File: config.mk
export PLATFORM = sky130hd
export DESIGN_NAME = ldpc_cnu_minsum_flat
export DESIGN_NICKNAME = d
export VERILOG_FILES = /design/src/rtl/ldpc_cnu_minsum_if.sv /design/src/rtl/ldpc_cnu_minsum.sv /design/src/flat_wrapper.sv
export SDC_FILE = /design/constraint.sdc
export NUM_CORES = 1
export LEC_CHECK = 0
export CAP_MARGIN = 40
export CORE_MARGIN = 2
export CORE_UTILIZATION = 30
export DETAILED_ROUTE_END_ITERATION = 10
export MAX_ROUTING_LAYER = met4
export PLACE_DENSITY = 0.56
export SYNTH_ARGS = -nofsm -noshare
export SYNTH_HDL_FRONTEND = slang
export SYNTH_SLANG_ARGS = --single-unit
export TNS_END_PERCENT = 30
File: constraint.sdc
create_clock -name clk -period 12.2 [get_ports clk]
set_input_delay 2.44 -clock clk [delete_from_list [all_inputs] [get_ports clk]]
set_output_delay 2.44 -clock clk [all_outputs]
set_load 0.01 [all_outputs]
File: src/rtl/ldpc_cnu_minsum_if.sv
// Stream bundle for the min-sum check-node unit: V2C input beats with row
// configuration on one side, C2V output beats on the other.
interface ldpc_cnu_minsum_if #(
    parameter int MSG_WIDTH = 6,
    parameter int DEG_MAX   = 32,
    parameter int IDX_WIDTH = $clog2(DEG_MAX)
);
    logic [1:0]                  cfg_mode;
    logic [7:0]                  cfg_alpha;
    logic [MSG_WIDTH-2:0]        cfg_beta;

    logic                        in_valid;
    logic                        in_ready;
    logic signed [MSG_WIDTH-1:0] in_data;
    logic                        in_last;

    logic                        out_valid;
    logic                        out_ready;
    logic signed [MSG_WIDTH-1:0] out_data;
    logic                        out_last;
    logic [IDX_WIDTH-1:0]        out_idx;

    logic                        err_overflow;

    modport master (
        output cfg_mode, cfg_alpha, cfg_beta,
        output in_valid, in_data, in_last, out_ready,
        input  in_ready, out_valid, out_data, out_last, out_idx, err_overflow
    );

    modport slave (
        input  cfg_mode, cfg_alpha, cfg_beta,
        input  in_valid, in_data, in_last, out_ready,
        output in_ready, out_valid, out_data, out_last, out_idx, err_overflow
    );
endinterface

File: src/rtl/ldpc_cnu_minsum.sv
// Serial min-sum check-node unit: collects one V2C message per beat into one of
// two ping-pong row slots, then emits that row's C2V messages one per beat.
module ldpc_cnu_minsum #(
    parameter int MSG_WIDTH = 6,
    parameter int DEG_MAX   = 32,
    parameter int IDX_WIDTH = $clog2(DEG_MAX)
) (
    input  logic             clk,
    input  logic             rst,
    ldpc_cnu_minsum_if.slave bus
);
    localparam int MW = MSG_WIDTH - 1;
    localparam int PW = MW + 8;
    localparam logic [MW-1:0]        MAG_MAX = '1;
    localparam logic [IDX_WIDTH-1:0] CNT_MAX = IDX_WIDTH'(DEG_MAX - 1);

    typedef enum logic [1:0] {
        S_EMPTY = 2'd0,
        S_FILL  = 2'd1,
        S_FULL  = 2'd2,
        S_EMIT  = 2'd3
    } slot_state_t;

    typedef struct packed {
        slot_state_t          state;
        logic [MW-1:0]        min1;
        logic [MW-1:0]        min2;
        logic [IDX_WIDTH-1:0] idx1;
        logic [IDX_WIDTH-1:0] last_idx;
        logic                 sprod;
        logic [DEG_MAX-1:0]   signs;
        logic [1:0]           mode;
        logic [7:0]           alpha;
        logic [MW-1:0]        beta;
    } slot_t;

    slot_t                slot_q [2];
    slot_t                slot_d [2];
    logic                 wr_sel_q, wr_sel_d;
    logic                 rd_sel_q, rd_sel_d;
    logic [IDX_WIDTH-1:0] cnt_q, cnt_d;
    logic                 in_ready_q, in_ready_d;
    logic                 ovf_q, ovf_d;
    logic                 out_valid_q, out_valid_d;
    logic [MSG_WIDTH-1:0] out_data_q, out_data_d;
    logic                 out_last_q, out_last_d;
    logic [IDX_WIDTH-1:0] out_idx_q, out_idx_d;

    logic                 accept;
    logic                 sign_in;
    logic                 row_end;
    logic                 advance;
    logic                 load;
    logic                 neg;
    logic [MW-1:0]        mag;
    logic [MW-1:0]        m;
    logic [MW-1:0]        m_scaled;
    logic [IDX_WIDTH-1:0] j;
    slot_t                cur;

    // The most negative message has no positive twin, so it saturates.
    always_comb begin
        sign_in = bus.in_data[MSG_WIDTH-1];
        if (!sign_in) begin
            mag = bus.in_data[MW-1:0];
        end else if (bus.in_data[MW-1:0] == '0) begin
            mag = MAG_MAX;
        end else begin
            mag = MW'(-bus.in_data);
        end
    end

    always_comb begin
        slot_d      = slot_q;
        wr_sel_d    = wr_sel_q;
        rd_sel_d    = rd_sel_q;
        cnt_d       = cnt_q;
        ovf_d       = 1'b0;
        row_end     = 1'b0;
        out_valid_d = out_valid_q;
        out_data_d  = out_data_q;
        out_last_d  = out_last_q;
        out_idx_d   = out_idx_q;
        accept      = bus.in_valid && in_ready_q;

        cur = slot_q[wr_sel_q];
        if (cur.state == S_EMPTY) begin
            cur.min1  = MAG_MAX;
            cur.min2  = MAG_MAX;
            cur.idx1  = '0;
            cur.sprod = 1'b0;
            cur.signs = '0;
            cur.mode  = bus.cfg_mode;
            cur.alpha = bus.cfg_alpha;
            cur.beta  = bus.cfg_beta;
        end

        if (accept) begin
            cur.signs[cnt_q] = sign_in;
            cur.sprod        = cur.sprod ^ sign_in;
            if (mag < cur.min1) begin
                cur.min2 = cur.min1;
                cur.min1 = mag;
                cur.idx1 = cnt_q;
            end else if (mag < cur.min2) begin
                cur.min2 = mag;
            end
            row_end = bus.in_last || (cnt_q == CNT_MAX);
            ovf_d   = !bus.in_last && (cnt_q == CNT_MAX);
            if (row_end) begin
                cur.state    = S_FULL;
                cur.last_idx = cnt_q;
                cnt_d        = '0;
                wr_sel_d     = ~wr_sel_q;
            end else begin
                cur.state = S_FILL;
                cnt_d     = cnt_q + 1'b1;
            end
            slot_d[wr_sel_q] = cur;
        end

        // Emitter looks at post-collection slot state so a row finishing this
        // cycle can start emitting on the very next one.
        advance = !out_valid_q || bus.out_ready;
        load    = 1'b0;
        j       = out_idx_q;
        if (advance) begin
            if (out_valid_q && !out_last_q) begin
                load = 1'b1;
                j    = out_idx_q + 1'b1;
            end else begin
                if (out_valid_q) begin
                    slot_d[rd_sel_q].state = S_EMPTY;
                    rd_sel_d               = ~rd_sel_q;
                end
                if (slot_d[rd_sel_d].state == S_FULL) begin
                    slot_d[rd_sel_d].state = S_EMIT;
                    load                   = 1'b1;
                    j                      = '0;
                end
            end
            out_valid_d = load;
        end

        m = (j == slot_d[rd_sel_d].idx1) ? slot_d[rd_sel_d].min2 : slot_d[rd_sel_d].min1;
        case (slot_d[rd_sel_d].mode)
            2'b01:   m_scaled = MW'((PW'(m) * PW'(slot_d[rd_sel_d].alpha)) >> 8);
            2'b10:   m_scaled = (m > slot_d[rd_sel_d].beta) ? m - slot_d[rd_sel_d].beta : '0;
            default: m_scaled = m;
        endcase
        neg = slot_d[rd_sel_d].sprod ^ slot_d[rd_sel_d].signs[j];

        if (load) begin
            out_data_d = neg ? -{1'b0, m_scaled} : {1'b0, m_scaled};
            out_last_d = (j == slot_d[rd_sel_d].last_idx);
            out_idx_d  = j;
        end

        in_ready_d = (slot_d[wr_sel_d].state == S_EMPTY) || (slot_d[wr_sel_d].state == S_FILL);
    end

    always_ff @(posedge clk) begin
        if (rst) begin
            for (int i = 0; i < 2; i++) begin
                slot_q[i] <= '0;
            end
            wr_sel_q    <= 1'b0;
            rd_sel_q    <= 1'b0;
            cnt_q       <= '0;
            in_ready_q  <= 1'b0;
            ovf_q       <= 1'b0;
            out_valid_q <= 1'b0;
            out_data_q  <= '0;
            out_last_q  <= 1'b0;
            out_idx_q   <= '0;
        end else begin
            slot_q      <= slot_d;
            wr_sel_q    <= wr_sel_d;
            rd_sel_q    <= rd_sel_d;
            cnt_q       <= cnt_d;
            in_ready_q  <= in_ready_d;
            ovf_q       <= ovf_d;
            out_valid_q <= out_valid_d;
            out_data_q  <= out_data_d;
            out_last_q  <= out_last_d;
            out_idx_q   <= out_idx_d;
        end
    end

    assign bus.in_ready     = in_ready_q;
    assign bus.out_valid    = out_valid_q;
    assign bus.out_data     = out_data_q;
    assign bus.out_last     = out_last_q;
    assign bus.out_idx      = out_idx_q;
    assign bus.err_overflow = ovf_q;
endmodule

File: src/flat_wrapper.sv
// flat-port wrapper written by rule: the top's interface ports become plain ports
module ldpc_cnu_minsum_flat 
#(
    parameter int MSG_WIDTH = 6,
    parameter int DEG_MAX   = 32,
    parameter int IDX_WIDTH = $clog2(DEG_MAX)
)
  (clk, rst, bus_cfg_mode, bus_cfg_alpha, bus_cfg_beta, bus_in_valid, bus_in_data, bus_in_last, bus_out_ready, bus_in_ready, bus_out_valid, bus_out_data, bus_out_last, bus_out_idx, bus_err_overflow);
  ldpc_cnu_minsum_if #(.MSG_WIDTH(MSG_WIDTH), .DEG_MAX(DEG_MAX), .IDX_WIDTH(IDX_WIDTH)) bus_i ();
  input  logic clk;
  input  logic rst;
  input wire logic [$bits(bus_i.cfg_mode)-1:0] bus_cfg_mode;
  input wire logic [$bits(bus_i.cfg_alpha)-1:0] bus_cfg_alpha;
  input wire logic [$bits(bus_i.cfg_beta)-1:0] bus_cfg_beta;
  input wire logic [$bits(bus_i.in_valid)-1:0] bus_in_valid;
  input wire logic [$bits(bus_i.in_data)-1:0] bus_in_data;
  input wire logic [$bits(bus_i.in_last)-1:0] bus_in_last;
  input wire logic [$bits(bus_i.out_ready)-1:0] bus_out_ready;
  output wire logic [$bits(bus_i.in_ready)-1:0] bus_in_ready;
  output wire logic [$bits(bus_i.out_valid)-1:0] bus_out_valid;
  output wire logic [$bits(bus_i.out_data)-1:0] bus_out_data;
  output wire logic [$bits(bus_i.out_last)-1:0] bus_out_last;
  output wire logic [$bits(bus_i.out_idx)-1:0] bus_out_idx;
  output wire logic [$bits(bus_i.err_overflow)-1:0] bus_err_overflow;
  assign bus_i.cfg_mode = bus_cfg_mode;
  assign bus_i.cfg_alpha = bus_cfg_alpha;
  assign bus_i.cfg_beta = bus_cfg_beta;
  assign bus_i.in_valid = bus_in_valid;
  assign bus_i.in_data = bus_in_data;
  assign bus_i.in_last = bus_in_last;
  assign bus_i.out_ready = bus_out_ready;
  assign bus_in_ready = bus_i.in_ready;
  assign bus_out_valid = bus_i.out_valid;
  assign bus_out_data = bus_i.out_data;
  assign bus_out_last = bus_i.out_last;
  assign bus_out_idx = bus_i.out_idx;
  assign bus_err_overflow = bus_i.err_overflow;
  ldpc_cnu_minsum #(.MSG_WIDTH(MSG_WIDTH), .DEG_MAX(DEG_MAX), .IDX_WIDTH(IDX_WIDTH)) u_core (.clk(clk), .rst(rst), .bus(bus_i));
endmodule
## Yosys cells after proc, flatten, opt, wreduce, memory -nomap -nowiden

Cells that the tools add are included.

- $add $sub $neg: 5
- Multipliers: 1
- Magnitude comparators: 14
- Equal/unequal tests: 7
- Multiplexer cells: 66
- Bitwise gates (word level): 10
- Reduce and logical (&&, ||, !) cells: 17

Operators by type and width:

| cell | number |
|---|---|
| 2-to-1 mux 140 bit | 7 |
| 2-to-1 mux 70 bit | 12 |
| bitwise mux 140 bit | 3 |
| demux 70 bit (select 1 bit) | 3 |
| 2-to-1 mux 68 bit | 3 |
| 2-to-1 mux 5 bit | 17 |
| 2-to-1 mux 48 bit | 1 |
| bitwise mux 32 bit | 1 |
| 2-to-1 mux 15 bit | 1 |
| multiplier 5 x 8 -> 13 bit | 1 |
| less-than comparator 5 x 6 -> 1 bit, second input constant | 2 |
| 2-to-1 mux 1 bit | 12 |
| adder 5 x 1 -> 5 bit, second input constant | 2 |
| == test 5 bit | 2 |
| greater-or-equal comparator 2 bit, second input constant | 5 |
| less-than comparator 5 bit | 2 |
| NOT 1 -> 2 bit | 5 |
| one-hot mux 5 bit (2 select lines) | 1 |
| logical AND 1 bit | 7 |
| less-than comparator 2 x 1 -> 1 bit, second input constant | 3 |
| 2-to-1 mux 6 bit | 1 |
| negator 5 -> 6 bit | 1 |
| binary-select mux 1 bit (select 5 bit) | 1 |
| demux 1 bit (select 5 bit) | 1 |
| other kinds (15) | 26 |

- Bits in registers: 162
- Word-level logic and storage cells: 149

## Longest topological paths before layout

- Depth after elaboration: 33
- Mapped depth: 40

## Least setup slack after synthesis

Ideal clock, no wire load.

- Path kind: input-to-reg
- Start point: in bus_in_data[5]
- End point: reg u_core.out_data_q[4] (netlist: u_core.bus.out_data[4])
- Arrival: 10.077 ns
- Data required time: 12.114 ns
- Path slack: 2.038 ns
- Cell stages on the path: 35
- Path buffers: 3
- Cell sequence: clkbuf_1 clkbuf_1 clkbuf_1 nand3_1 o21ai_0 inv_1 ha_1 a41oi_1 a21boi_1 a21oi_1 a2111o_1 a21o_1 and4_1 nand3_1 mux2i_1 mux2i_1 nor2_1 fa_1 fa_1 inv_1 fa_1 inv_1 ha_1 a21oi_1 nand2_1 a21oi_1 o21ai_0 nor2_1 or3_1 a32o_1 ha_1 inv_1 o41a_1 xnor2_1 a211oi_1

- Word-level cells in the longest chain between the ends: 24
- Elaborated cells between the ends (all ways): 37

RTL lines:

| element | line | RTL |
|---|---|---|
| start, declared | flat_wrapper.sv:16 | `input wire logic [$bits(bus_i.in_data)-1:0] bus_in_data;` |
| 2-to-1 mux 5 bit | ldpc_cnu_minsum.sv:64 | `if (!sign_in) begin` |
| less-than comparator 5 bit (on tied branches) | ldpc_cnu_minsum.sv:101, ldpc_cnu_minsum.sv:105 |  |
| 2-to-1 mux 5 bit (on tied branches) | ldpc_cnu_minsum.sv:101, ldpc_cnu_minsum.sv:105 |  |
| 2-to-1 mux 5 bit (on tied branches) | ldpc_cnu_minsum.sv:98, ldpc_cnu_minsum.sv:101 |  |
| bitwise mux 140 bit * | ldpc_cnu_minsum.sv:119 | `slot_d[wr_sel_q] = cur;` |
| 2-to-1 mux 140 bit * | ldpc_cnu_minsum.sv:98 | `if (accept) begin` |
| bitwise mux 140 bit or 2-to-1 mux 140 bit (tied branches) | ldpc_cnu_minsum.sv:133, ldpc_cnu_minsum.sv:98 |  |
| 2-to-1 mux 140 bit or bitwise mux 140 bit (tied branches) | ldpc_cnu_minsum.sv:132, ldpc_cnu_minsum.sv:133 |  |
| 2-to-1 mux 140 bit (on tied branches) | ldpc_cnu_minsum.sv:128, ldpc_cnu_minsum.sv:132 |  |
| 2-to-1 mux 140 bit (on tied branches) | ldpc_cnu_minsum.sv:127, ldpc_cnu_minsum.sv:128 |  |
| bitwise mux 140 bit or 2-to-1 mux 140 bit (tied branches) | ldpc_cnu_minsum.sv:137, ldpc_cnu_minsum.sv:127 |  |
| 2-to-1 mux 140 bit or bitwise mux 140 bit (tied branches) | ldpc_cnu_minsum.sv:136, ldpc_cnu_minsum.sv:137 |  |
| 2-to-1 mux 140 bit (on tied branches) | ldpc_cnu_minsum.sv:128, ldpc_cnu_minsum.sv:136 |  |
| 2-to-1 mux 140 bit * | ldpc_cnu_minsum.sv:127 | `if (advance) begin` |
| 2-to-1 mux 68 bit (implied by the code) * (3 in series) | ldpc_cnu_minsum.sv:145 | `m = (j == slot_d[rd_sel_d].idx1) ? slot_d[rd_sel_d].min2 : slot_d[rd_sel_d].min1;` |
| parallel branches: the longest is 6 deep, another holds multiplier 5 x 8 -> 13 bit | - |  |
| 2-to-1 mux 6 bit * | ldpc_cnu_minsum.sv:154 | `out_data_d = neg ? -{1'b0, m_scaled} : {1'b0, m_scaled};` |
| end signal, assigned | ldpc_cnu_minsum.sv:184 | `out_data_q <= out_data_d;` |
| end, declared | ldpc_cnu_minsum.sv:45 | `logic [MSG_WIDTH-1:0] out_data_q, out_data_d;` |

Every way passes the cells marked *. The select of a mux whose other input is x is not followed.
A chain may end at the register's enable or synchronous reset.

## Final worst setup path

- Start point: in bus_in_data[0]
- End point: reg u_core.out_data_q[4] (netlist: u_core.bus.out_data[4])

- Word-level cells in the longest chain between the ends: 26
- Elaborated cells between the ends (all ways): 35

RTL lines:

| element | line | RTL |
|---|---|---|
| negator 5 bit or logical NOT 5 bit (tied branches) | ldpc_cnu_minsum.sv:69, ldpc_cnu_minsum.sv:66 |  |
| 2-to-1 mux 5 bit | ldpc_cnu_minsum.sv:66 | `end else if (bus.in_data[MW-1:0] == '0) begin` |
| 2-to-1 mux 5 bit * | ldpc_cnu_minsum.sv:64 |  |
| less-than comparator 5 bit (on tied branches) | ldpc_cnu_minsum.sv:101, ldpc_cnu_minsum.sv:105 |  |
| 2-to-1 mux 5 bit (on tied branches) | ldpc_cnu_minsum.sv:101, ldpc_cnu_minsum.sv:105 |  |
| 2-to-1 mux 5 bit (on tied branches) | ldpc_cnu_minsum.sv:98, ldpc_cnu_minsum.sv:101 |  |
| bitwise mux 140 bit * | ldpc_cnu_minsum.sv:119 |  |
| 2-to-1 mux 140 bit * | ldpc_cnu_minsum.sv:98 |  |
| (+7 left out) | - |  |
| 2-to-1 mux 140 bit * | ldpc_cnu_minsum.sv:127 |  |
| 2-to-1 mux 68 bit (implied by the code) * (3 in series) | ldpc_cnu_minsum.sv:145 |  |
| == test 5 bit or 2-to-1 mux 68 bit (tied branches) | ldpc_cnu_minsum.sv:145 |  |
| 2-to-1 mux 5 bit * | ldpc_cnu_minsum.sv:145 |  |
| parallel branches: the longest is 2 deep, another holds multiplier 5 x 8 -> 13 bit | - |  |
| one-hot mux 5 bit (2 select lines) * | ldpc_cnu_minsum.sv:146 | `case (slot_d[rd_sel_d].mode)` |
| negator 5 -> 6 bit | ldpc_cnu_minsum.sv:154 |  |
| 2-to-1 mux 6 bit * | ldpc_cnu_minsum.sv:154 |  |

Marks and branches as above.

==> flow_metrics.tcl <==
set metrics [dict create \
    power.internal_mw 1.06 \
    hold_class "flop to flop" \
    path_clk_slew_ns 0.07 \
    holdWs_ns 0.455 \
    async_flop_share_pct 0 \
    grt.total_usage_pct 18.7 \
    cts_max_level 4 \
    fmax_mhz 89.0 \
    crit_path_top_delay_cell "mux2i_1" \
    nets 1591 \
    drt_pre_antenna_iters 5 \
    vias 11200 \
    final_common_cell "nand2_1" \
    area.growth.synth_to_final_pct 12.2 \
    wl_um 36500 \
    holdBufCountCts 0 \
    swShare_pct 37.2 \
    num_antenna_cells 0 \
    arrival_ns 11.60 \
    avgSynthCellArea_um2 7.68 \
    power.net_switching_mw 0.627 \
    min_to "u_core.slot_q[76]$_SDFF_PP0_" \
    clk_latency_ns 0.46 \
    path_class "input port to flop" \
    avgRoutedWirePerCell_um 17.9 \
    slowest_delay_ns 0.65 \
    ys.flop_type "dfxtp_1" \
    place_congestion 0.851 \
    synth_top_area_share_pct 27.7 \
    combPwrFrac_pct 33.7 \
    cts_sinks 162 \
    rows 72 \
    hp-start "u_core.slot_q[76]$_SDFF_PP0_" \
    core_area_um2 38600 \
    io_buffers 40 \
    fin_tns_setup_ns 0 \
    relSlewSlack_pct 43.1 \
    cts_buffer_depth 2 \
    hold_viol_final 0 \
    fin_area_um2 13100 \
    yosysSeqAreaShare_pct 27.7 \
    whs_path_depth 2 \
    cellPowerDensity_nw_per_um2 128 \
    hpwl_um 24900 \
    status "complete, no violations" \
    r2r_slack_ns 2.35 \
    grt_overflow 0 \
    ys_seq_elements 162 \
    startpoint_type "input port" \
    rsz0062_at_grt "no" \
    setup_viol 0 \
    synth_area_um2 11700 \
    slew_viol_final 0 \
    pwr-share-seq_pct 33.8 \
    post_cts_buffers 0 \
    drv_cap 0 \
    crit_path_end_kind "flop" \
    cts_tree "yes" \
    vias_per_cell 5.48 \
    yosys.cell_types.count 93 \
    ios 41 \
    yosys.area.top_type "dfxtp_1" \
    drc_errors 0 \
    die_w_um 202 \
    root_buffer "clkbuf_16" \
    drive_above_1_share_pct 8.76 \
    start_util_pct 30.4 \
    grt_pass1_vias 10900 \
    grt_max_degree 70 \
    synthTopCellsByArea "dfxtp_1, nand2_1, mux2i_1" \
    ir_drop_v 0.0000875 \
    r2r_start "u_core.wr_sel_q$_SDFF_PP0_" \
    grt_pass1_wl_um 59300 \
    die_height_um 202 \
    reg2reg_depth 33 \
    ant_nets 0 \
    yosysWarnings 0 \
    netlist_instances 1526 \
    die-area_um2 40600 \
    fin_skew_ns 0.0194 \
    r2r-end "u_core.bus.out_data[4]$_SDFFE_PP0P_" \
    antenna_found_initial 0 \
    clkPwrFrac_pct 32.5 \
    cts_repair_resize_count 0 \
    post-route-period-util_pct 92.1 \
    dr.first_iter.drc_count 779 \
    required_ns 12.57 \
    mostFrequentLayoutCells "nand2_1, dfxtp_1, nor2_1, a21oi_1, o21ai_0" \
    synth_nets 1612 \
    leakagePower_nw 4.96 \
    crit_fanout 9 \
    fin_crit_ns 11.24 \
    cts_made_buffers 17 \
    synth-edff-count 0 \
    worstMarginPinSlew_ns 0.847 \
    place_area_um2 12600 \
]
## registers in the layout, indices dropped and copies added, names as in the netlist
register	flops
u_core.slot_q	140
u_core.bus.in_ready	1
u_core.bus.out_idx	5
u_core.cnt_q	5
u_core.bus.out_last	1
u_core.bus.out_valid	1
u_core.wr_sel_q	1
u_core.bus.err_overflow	1
u_core.rd_sel_q	1
u_core.bus.out_data	6
## how the worst max path moves through the flow
| stage | startpoint | end | slack (ns) | cells past startpoint |
|---|---|---|---|---|
| floorplan | bus_in_data[5] | u_core.bus.out_data[4]$_SDFFE_PP0P_ | 2.04 | 35 |
| global placement | bus_in_data[0] | u_core.bus.out_data[4]$_SDFFE_PP0P_ | 0.74 | 35 |
| detailed placement | bus_in_data[0] | u_core.bus.out_data[4]$_SDFFE_PP0P_ | 0.59 | 35 |
| CTS | bus_in_data[0] | u_core.bus.out_data[4]$_SDFFE_PP0P_ | 1.07 | 35 |
| global route | bus_in_data[0] | u_core.bus.out_data[4]$_SDFFE_PP0P_ | 0.27 | 35 |
| finish | bus_in_data[0] | u_core.bus.out_data[4]$_SDFFE_PP0P_ | 0.96 | 35 |
## layout make-up
class                   count  area [um2]
clock buffers              18         439
fillers                  4160       25400
clock inverters            14         145
repair buffers             70         641
flip-flops and latches    162        3240
multi-input cells        1197        7810
inverters                  57         214
well taps                 518         648
## per-layer routing
layer	vias to the layer above	routed length [um]	track usage (%)
li1	5435	-	-
met1	5336	16700	24.3
met2	333	17300	29.7
met3	51	1830	3.01
met4	0	703	5.67
met5	-	0	-
## through the flow
step | utilization (%) | power, mW | setup WS [ns] | instances
finish | 34.1 | 1.69 | 0.964 | 2036
global route | 34.1 | 1.78 | 0.271 | 2036
CTS | 34.1 | 1.69 | 1.07 | 2036
detailed placement | 32.6 | 1.14 | 0.595 | 2004
global placement | 32.5 | 1.14 | 0.744 | 2001
floorplan | - | 0.983 | 2.04 | 1526
## power by group through the flow
stage          registers (mW)  clock network [mW]  logic [mW]
3_3_place_gp            0.582                   0       0.555
5_1_grt                 0.574               0.582       0.628
6_report                0.570               0.548       0.568
2_1_floorplan           0.576                   0       0.407
4_1_cts                 0.570               0.557       0.565
3_5_place_dp            0.582                   0       0.562
## Yosys cell counts, drive strengths merged, types with 28 or more instances
cell type,instances
mux2,33
dfxtp,162
a31oi,37
nor3,33
a211oi,53
nand2,209
nor2,158
clkbuf,77
a21oi,98
buf,33
and3,28
nand3,43
nor2b,49
ha,42
o21ai,81
inv,57
mux2i,66
## critical path: cells and delay by family
kind | cells | cell delay, ns
compound gates | 11 | 3.12
simple gates | 9 | 1.77
fa+ha+maj | 7 | 2.64
buf+inv | 5 | 0.73
mux | 2 | 0.78
xor+xnor | 1 | 0.13
## logic make-up (layout without fill, tap and decap cells)
logic type	Yosys count	after routing	share of synthesized area [%]
and+or+nand+nor	612	612	24.8
AOI/OAI and AO/OA	406	406	23.4
buffers and inverters	167	159	5.76
DFF	162	162	27.7
muxes	100	100	9.00
adders and majority gates	60	60	7.56
xor gates and xnor gates	19	19	1.76
No activity file was read; power rests on OpenSTA's default activity.
